==> config.mk <==
export PLATFORM = sky130hd
export DESIGN_NAME = cbpa_adder_flat
export DESIGN_NICKNAME = d
export VERILOG_FILES = /design/src/rtl/cbpa_adder_pkg.sv /design/src/rtl/cbpa_adder_if.sv /design/src/rtl/cbpa_adder_block.sv /design/src/rtl/cbpa_adder.sv /design/src/flat_wrapper.sv
export SDC_FILE = /design/constraint.sdc
export NUM_CORES = 1
export LEC_CHECK = 0
export CORE_MARGIN = 2
export CORE_UTILIZATION = 43
export DETAILED_ROUTE_END_ITERATION = 6
export PLACE_DENSITY = 0.89
export REMOVE_ABC_BUFFERS = 1
export SLEW_MARGIN = 5
export SYNTH_ARGS = -nofsm -noshare
export SYNTH_HDL_FRONTEND = slang
export SYNTH_HIERARCHICAL = 1
export SYNTH_SLANG_ARGS = --single-unit
==> constraint.sdc <==
create_clock -name clk -period 20.9 [get_ports clk]
set_input_delay 6.27 -clock clk [delete_from_list [all_inputs] [get_ports clk]]
set_output_delay 6.27 -clock clk [all_outputs]
set_load 0.03 [all_outputs]
==> src/rtl/cbpa_adder_pkg.sv <==
// Shared defaults and elaboration helpers for the carry-bypass adder.
package cbpa_adder_pkg;

   localparam int WIDTH_DEF      = 32;
   localparam int BLOCK_DEF      = 4;
   localparam int NUM_BLOCKS_DEF = WIDTH_DEF / BLOCK_DEF;

   // Block count for a given width/block split.
   function automatic int num_blocks(input int width, input int block);
      return width / block;
   endfunction

   // True when the width splits into whole bypass blocks.
   function automatic bit width_ok(input int width, input int block);
      return (block > 0) && (width >= block) && ((width % block) == 0);
   endfunction

endpackage

==> src/rtl/cbpa_adder_if.sv <==
// Operand/result bundle between an adder user (master) and the adder (slave).
interface cbpa_adder_if #(
   parameter int WIDTH = 32
) ();

   logic signed [WIDTH-1:0] a;
   logic signed [WIDTH-1:0] b;
   logic                    cin;
   logic signed [WIDTH-1:0] sum;
   logic                    cout;
   logic                    of;

   modport master (output a, output b, output cin,
                   input  sum, input cout, input of);

   modport slave  (input  a, input b, input cin,
                   output sum, output cout, output of);

endinterface

==> src/rtl/cbpa_adder_block.sv <==
// One carry-bypass block: BLOCK-bit ripple adder whose carry-out is replaced
// by the block carry-in whenever every bit propagates.
module cbpa_block #(
   parameter int BLOCK = 4
) (
   input  logic [BLOCK-1:0] i_a,
   input  logic [BLOCK-1:0] i_b,
   input  logic             i_cin,
   output logic [BLOCK-1:0] o_sum,
   output logic             o_cout,
   output logic             o_cmsb
);

   logic [BLOCK-1:0] w_p;
   logic [BLOCK-1:0] w_g;
   logic             w_c;
   logic             w_bp;

   assign w_p  = i_a ^ i_b;
   assign w_g  = i_a & i_b;
   assign w_bp = &w_p;

   // Ripple carry through the block, capturing the carry into its MSB.
   always_comb begin
      w_c    = i_cin;
      o_sum  = '0;
      o_cmsb = 1'b0;
      for (int i = 0; i < BLOCK; i++) begin
         o_sum[i] = w_p[i] ^ w_c;
         if (i == BLOCK - 1) o_cmsb = w_c;
         w_c = w_g[i] | (w_p[i] & w_c);
      end
   end

   // Bypass mux: an all-propagate block passes its carry-in straight through.
   assign o_cout = w_bp ? i_cin : w_c;

endmodule

==> src/rtl/cbpa_adder.sv <==
// 32-bit (default) carry-bypass adder with carry-in, carry-out and signed
// overflow, followed by one output register stage.
module cbpa_adder
   import cbpa_adder_pkg::*;
#(
   parameter int WIDTH = WIDTH_DEF,
   parameter int BLOCK = BLOCK_DEF
) (
   input  logic         clk,
   input  logic         rst,
   cbpa_adder_if.slave  bus
);

   localparam int NUM_BLOCKS = num_blocks(WIDTH, BLOCK);

   if (!width_ok(WIDTH, BLOCK)) begin : g_bad_split
      $error("cbpa_adder: WIDTH must be a positive multiple of BLOCK");
   end

   logic [WIDTH-1:0]        w_sum;
   logic                    w_cout;
   logic                    w_cmsb;
   logic signed [WIDTH-1:0] r_sum;
   logic                    r_cout;
   logic                    r_of;

   // Each block gets its own carry nets so the chain has no self-referencing vector.
   for (genvar k = 0; k < NUM_BLOCKS; k++) begin : g_blk
      logic w_bcin;
      logic w_bcout;
      logic w_bcmsb;

      if (k == 0) begin : g_first
         assign w_bcin = bus.cin;
      end else begin : g_next
         assign w_bcin = g_blk[k-1].w_bcout;
      end

      cbpa_block #(.BLOCK(BLOCK)) u_blk (
         .i_a    (bus.a[k*BLOCK +: BLOCK]),
         .i_b    (bus.b[k*BLOCK +: BLOCK]),
         .i_cin  (w_bcin),
         .o_sum  (w_sum[k*BLOCK +: BLOCK]),
         .o_cout (w_bcout),
         .o_cmsb (w_bcmsb)
      );
   end

   assign w_cout = g_blk[NUM_BLOCKS-1].w_bcout;
   assign w_cmsb = g_blk[NUM_BLOCKS-1].w_bcmsb;

   // ---- output register stage: reset clears the result, otherwise load every cycle ----
   always_ff @(posedge clk) begin
      if (rst) begin
         r_sum  <= '0;
         r_cout <= 1'b0;
         r_of   <= 1'b0;
      end else begin
         r_sum  <= w_sum;
         r_cout <= w_cout;
         r_of   <= w_cmsb ^ w_cout;
      end
   end

   assign bus.sum  = r_sum;
   assign bus.cout = r_cout;
   assign bus.of   = r_of;

endmodule

==> src/flat_wrapper.sv <==
// flat-port wrapper written by rule: the top's interface ports become plain ports
module cbpa_adder_flat import cbpa_adder_pkg::*;
#(
   parameter int WIDTH = WIDTH_DEF,
   parameter int BLOCK = BLOCK_DEF
)
  (clk, rst, bus_a, bus_b, bus_cin, bus_sum, bus_cout, bus_of);
  cbpa_adder_if #(.WIDTH(WIDTH)) bus_i ();
  input  logic clk;
  input  logic rst;
  input wire logic [$bits(bus_i.a)-1:0] bus_a;
  input wire logic [$bits(bus_i.b)-1:0] bus_b;
  input wire logic [$bits(bus_i.cin)-1:0] bus_cin;
  output wire logic [$bits(bus_i.sum)-1:0] bus_sum;
  output wire logic [$bits(bus_i.cout)-1:0] bus_cout;
  output wire logic [$bits(bus_i.of)-1:0] bus_of;
  assign bus_i.a = bus_a;
  assign bus_i.b = bus_b;
  assign bus_i.cin = bus_cin;
  assign bus_sum = bus_i.sum;
  assign bus_cout = bus_i.cout;
  assign bus_of = bus_i.of;
  cbpa_adder #(.WIDTH(WIDTH), .BLOCK(BLOCK)) u_core (.clk(clk), .rst(rst), .bus(bus_i));
endmodule
==> results of run 1 <==
==> metal layers <==
metal | GRT usage [%] | vias to the layer above | share of wire (%)
li1 | - | 848 | -
met1 | 16.1 | 820 | 37
met2 | 31.9 | 46 | 58
met3 | 2.27 | 8 | 3.5
met4 | 6.90 | 0 | 2.1
met5 | 0 | - | 0
==> critical path, delay by kind of cell <==
kind,cells,cell delay (ps)
xor gates and xnor gates,1,170
adders and majority gates,32,8140
buffers and inverters,33,2510
muxes,8,2630
and+or+nand+nor,1,60
==> logic make-up after synthesis <==
family        share of synthesized area, %
mux                                   3.72
fa+ha+maj                             42.9
xor+xnor                             0.361
simple gates                          11.1
flops                                 28.1
buf+inv                               13.8
==> path summary, 6_finish.rpt <==
kind | startpoint | to | slack [ps] | cells after the start
worst min-delay path | bus_b[15] | u_core/bus.sum[15] | 6810 | 3
worst max-delay path | bus_a[0] | u_core/bus.of | 1200 | 75
==> per-stage QoR <==
stage	utilization (%)	std cells	total power, W	worst slack (ps)
final	65.0	408	0.000205	1200
after global routing	65.0	408	0.000220	471
after CTS	65.0	408	0.000209	1120
after detailed placement	63.6	401	0.000165	858
after global placement	63.6	401	0.000161	1340
after floorplan	-	229	0.000122	2340
==> power by group through the flow <==
stage	clock, W	combinational, W	sequential (W)
after floorplan	0	0.0000267	0.0000958
after global placement	0	0.0000838	0.0000775
after detailed placement	0	0.0000871	0.0000778
after CTS	0.0000452	0.0000874	0.0000763
after global routing	0.0000478	0.0000950	0.0000770
final	0.0000433	0.0000860	0.0000761
==> layout make-up <==
cell class,instances,share of cell area (%)
multi-input combinational,115,39.6
timing repair buffer,100,28.1
sequential,34,19.1
inverter,80,8.44
tap,72,2.53
clock buffer,7,2.14
==> Yosys cell counts, drive strengths merged <==
library cell	n
ha	32
nor2	1
nand4	8
dfxtp	34
nor2b	29
buf	3
xnor2	1
mux2	8
fa	32
inv	80
and2b	4
==> flip-flops by register name, summed over array words and instances (netlist names) <==
name / flops
u_core/bus.cout: 1
u_core/bus.of: 1
u_core/bus.sum: 32
==> results by group, run 1 <==
Outcome
  • Status: completed

Layout
  • Diode count: 0
  • Net count, final: 467
  • Final instance area: 3560 µm²
  • Most frequent cells in the layout: clkdlybuf4s50_1, inv_1, dfxtp_1, fa_1, ha_1
  • Reg area: 681 µm²
  • Most common cell after layout, fill and taps aside: clkdlybuf4s50_1
  • Fillers: 452
  • Area Growth Syn to Fin: 46.7%
  • Area of the multi-input gates: 1410 µm²
  • Share of layout cells above drive strength 1: 2.68%

CTS
  • # H-tree levels: 2
  • Post_cts resized: 0
  • Max Buffers Root-to-Sink: 2
  • Total CTS buffers: 5
  • CTS tree: done
  • Root buf cell: clkbuf_8
  • Clock sink total: 34
  • Postcts setup bufs: 0
  • Hold Buf Count CTS: 0
  • Clock transition at the registers of the reported paths: 60 ps

Global routing
  • Total gr overflow: 0
  • Initial antenna violation count: 0
  • GRT Total Usage: 15.9%
  • Vias in the first global route: 1840
  • First-pass GRT wire length: 7.69 mm
  • Largest net degree at the start of global routing: 35

Worst setup path
  • Slowest cell on the critical path: clkdlybuf4s50_1
  • CP peak stage delay: 430 ps
  • Worst Path Required: 21010 ps
  • CP Launch Type: input pin
  • Crit path DAT: 19810 ps
  • Crit-path max FO: 2
  • Crit end category: register
  • Setup CP Type: input pin to register

Logic synthesis
  • Largest cells by area after synthesis: dfxtp_1, fa_1, ha_1
  • Post-Syn Instances: 232
  • Cell variety after synth: 11
  • Netlist Area Pre-Place: 2420 µm²
  • Post-synth top area share: 28.1%
  • Sequential share of the synthesized area: 28.1%
  • Total of warnings raised by yosys: 6
  • Flops & latches, synth: 34
  • Mean post-synth cell area: 10.5 µm²
  • Cell accounting for the most synthesized area: dfxtp_1

Worst hold path
  • Hold/Removal Path Class: input pin to register

Pwr
  • Maximum vdd drop: 0.0334 mV
  • Sw Ratio: 32.3%
  • Internal power: 0.000139 W
  • Reg power frac: 37.1%
  • Combinational share of power: 41.9%
  • Clk pwr share: 21.1%
  • Lkg Pwr: 1.74 nW
  • NetSw: 0.0000664 W
  • Pwr Density: 57.7 nW/µm²

Drt
  • Final ANT Viol Nets: 0
  • 1st-iter DRT viols: 31
  • First-pass iteration count of the detailed router: 4
  • DRC Markers: 0
  • Vias post-DR: 1722
  • Post-DR vias/cell: 4.22
  • Routed WL: 4.76 mm
  • Wire length per cell: 11.7 µm

STA
  • Period minus WS final: 19700 ps
  • Hold WS: 6810 ps
  • Final Hold Viols: 0
  • Slew @ Worst Pin: 1130 ps
  • Setup TNS Final: 0 ps
  • # setup viols final: 0
  • Relative slew slack: 24.4%
  • Fin crit share: 94.3%
  • FMAX: 50.8 MHz
  • RSZ-0062 raised after global routing: false
  • Final Slew Violations: 0

Floorplanning
  • Io pins: 101
  • FP Rows: 27
  • Die H: 79.1 µm
  • Die ar.: 6260 µm²
  • Chip Width: 79.1 µm
  • Core region area: 5470 µm²
  • Initial Util: 44.3%

Place
  • GP Congestion: 0.805
  • Post-Place Cell Area: 3480 µm²
  • Detailed placement HPWL: 4.26 mm
  • Port Buf Inserts: 100

Run
  • MaxCap Viol Count: 0
Power figures use the tool's default switching activity.
==> run 2, diff against run 1 <==
- RECOVER_POWER: unset -> 50
==> run 2 against run 1 <==
Fmax is essentially flat. Count of clock-buffer cells in the layout is the same. Power shrank 1.8%. Critical path depth is the same. Cell count is the same. First-iteration DRC count grew 16%. Worst hold slack is essentially flat. Die area is the same. Clock power is essentially flat. Design area is the same. Combinational power shrank 3.6%. Critical endpoint unchanged.
==> results by group, run 2 (synthesis results as in run 1) <==
CTS
  • CTS tree: done
  • # H-tree levels: 2
  • Clock sink total: 34
  • Clock transition at the registers of the reported paths: 60 ps
  • Hold Buf Count CTS: 0
  • Post_cts resized: 0
  • Postcts setup bufs: 0
  • Root buf cell: clkbuf_8
  • Total CTS buffers: 5
  • Max Buffers Root-to-Sink: 2

Worst hold path
  • Hold path start: bus_b[15]
  • Hold/Removal Path Class: input pin to register

STA
  • Period minus WS final: 19720 ps
  • # setup viols final: 0
  • RSZ-0062 raised after global routing: false
  • Final Hold Viols: 0
  • Final Slew Violations: 0
  • Fin crit share: 94.3%
  • Relative slew slack: 24.4%
  • Setup TNS Final: 0 ps
  • Slew @ Worst Pin: 1130 ps
  • FMAX: 50.7 MHz

Layout
  • Post-Route Utilization: 65.0%
  • Net count, final: 467
  • Diode count: 0
  • Final instance area: 3560 µm²
  • Most frequent cells in the layout: inv_1, clkdlybuf4s50_1, dlygate4sd3_1, dfxtp_1
  • Reg area: 681 µm²
  • Share of layout cells above drive strength 1: 2.68%
  • Area of the multi-input gates: 1410 µm²
  • Max FFs per register: 32
  • Most common cell after layout, fill and taps aside: inv_1
  • Non-Filler Instances: 408
  • Fillers: 452
  • Area Growth Syn to Fin: 46.7%

Drt
  • DRC Markers: 0
  • Post-DR vias/cell: 4.24
  • Routed WL: 4.75 mm
  • Final ANT Viol Nets: 0
  • 1st-iter DRT viols: 36
  • Wire length per cell: 11.6 µm
  • First-pass iteration count of the detailed router: 4
  • Vias post-DR: 1728

Global routing
  • GRT Total Usage: 15.9%
  • Vias in the first global route: 1840
  • First-pass GRT wire length: 7.69 mm
  • Initial antenna violation count: 0
  • Total gr overflow: 0
  • Largest net degree at the start of global routing: 35

Worst setup path
  • Setup CP Type: input pin to register
  • Worst Setup SP: bus_a[0]
  • Crit path DAT: 19830 ps
  • Crit end category: register
  • CP Launch Type: input pin
  • Slowest cell on the critical path: clkdlybuf4s50_1
  • Crit-path max FO: 2
  • CP peak stage delay: 430 ps
  • Worst Path Required: 21010 ps

Run
  • MaxCap Viol Count: 0

Floorplanning
  • Initial Util: 44.3%
  • Core region area: 5470 µm²
  • Chip Width: 79.1 µm
  • FP Rows: 27
  • Io pins: 101
  • Die H: 79.1 µm
  • Die ar.: 6260 µm²

Outcome
  • Status: completed

Place
  • Placed Cells incl. Taps: 401
  • Detailed placement HPWL: 4.26 mm
  • Post-Place Cell Area: 3480 µm²
  • GP Congestion: 0.805
  • Port Buf Inserts: 100

Pwr
  • Maximum vdd drop: 0.0326 mV
  • Lkg Pwr: 1.80 nW
  • Pwr Density: 56.7 nW/µm²
==> run 2: final cells by class <==
cell class | instances | share of cell area, %
sequential | 34 | 19.1
multi-input combinational | 115 | 39.6
inverter | 80 | 8.44
tap | 72 | 2.53
timing repair buffer | 100 | 28.1
clock buffer | 7 | 2.14
==> run 2: per-layer routing <==
| metal | share of wire (%) | up-vias | GRT usage (%) | routed length, µm |
|---|---|---|---|---|
| met3 | 3.5 | 10 | 2.27 | 166 |
| met1 | 37 | 822 | 16.1 | 1740 |
| li1 | - | 848 | - | - |
| met2 | 57 | 48 | 31.9 | 2720 |
| met5 | 0 | - | 0 | 0 |
| met4 | 2.5 | 0 | 6.90 | 120 |
==> run 2: path summary, 6_finish.rpt <==
check	to	slack (ps)	depth (start not counted)
hold / removal	u_core/bus.sum[15]	6810	3
setup / recovery	u_core/bus.of	1180	75
==> run 2: worst max-delay path: cells and delay by family <==
family | cells | cell delay (ps)
simple gates | 1 | 60
mux | 8 | 2630
fa+ha+maj | 32 | 8140
xor+xnor | 1 | 170
buf+inv | 33 | 2510
==> run 2: power by group <==
part / internal [W] / total, W / switching (W)
clock: 0.0000229 / 0.0000432 / 0.0000203
combinational: 0.0000392 / 0.0000829 / 0.0000437
sequential: 0.0000738 / 0.0000757 / 0.00000191
==> run 2: per-stage QoR <==
stage          setup slack (ps)  hold WS (ps)  power [W]
5_1_grt                     471          6820   0.000216
2_1_floorplan              2340          6340   0.000122
3_3_place_gp               1340          7070   0.000161
6_report                   1180          6810   0.000202
3_5_place_dp                858          7090   0.000165
4_1_cts                    1120          6800   0.000209
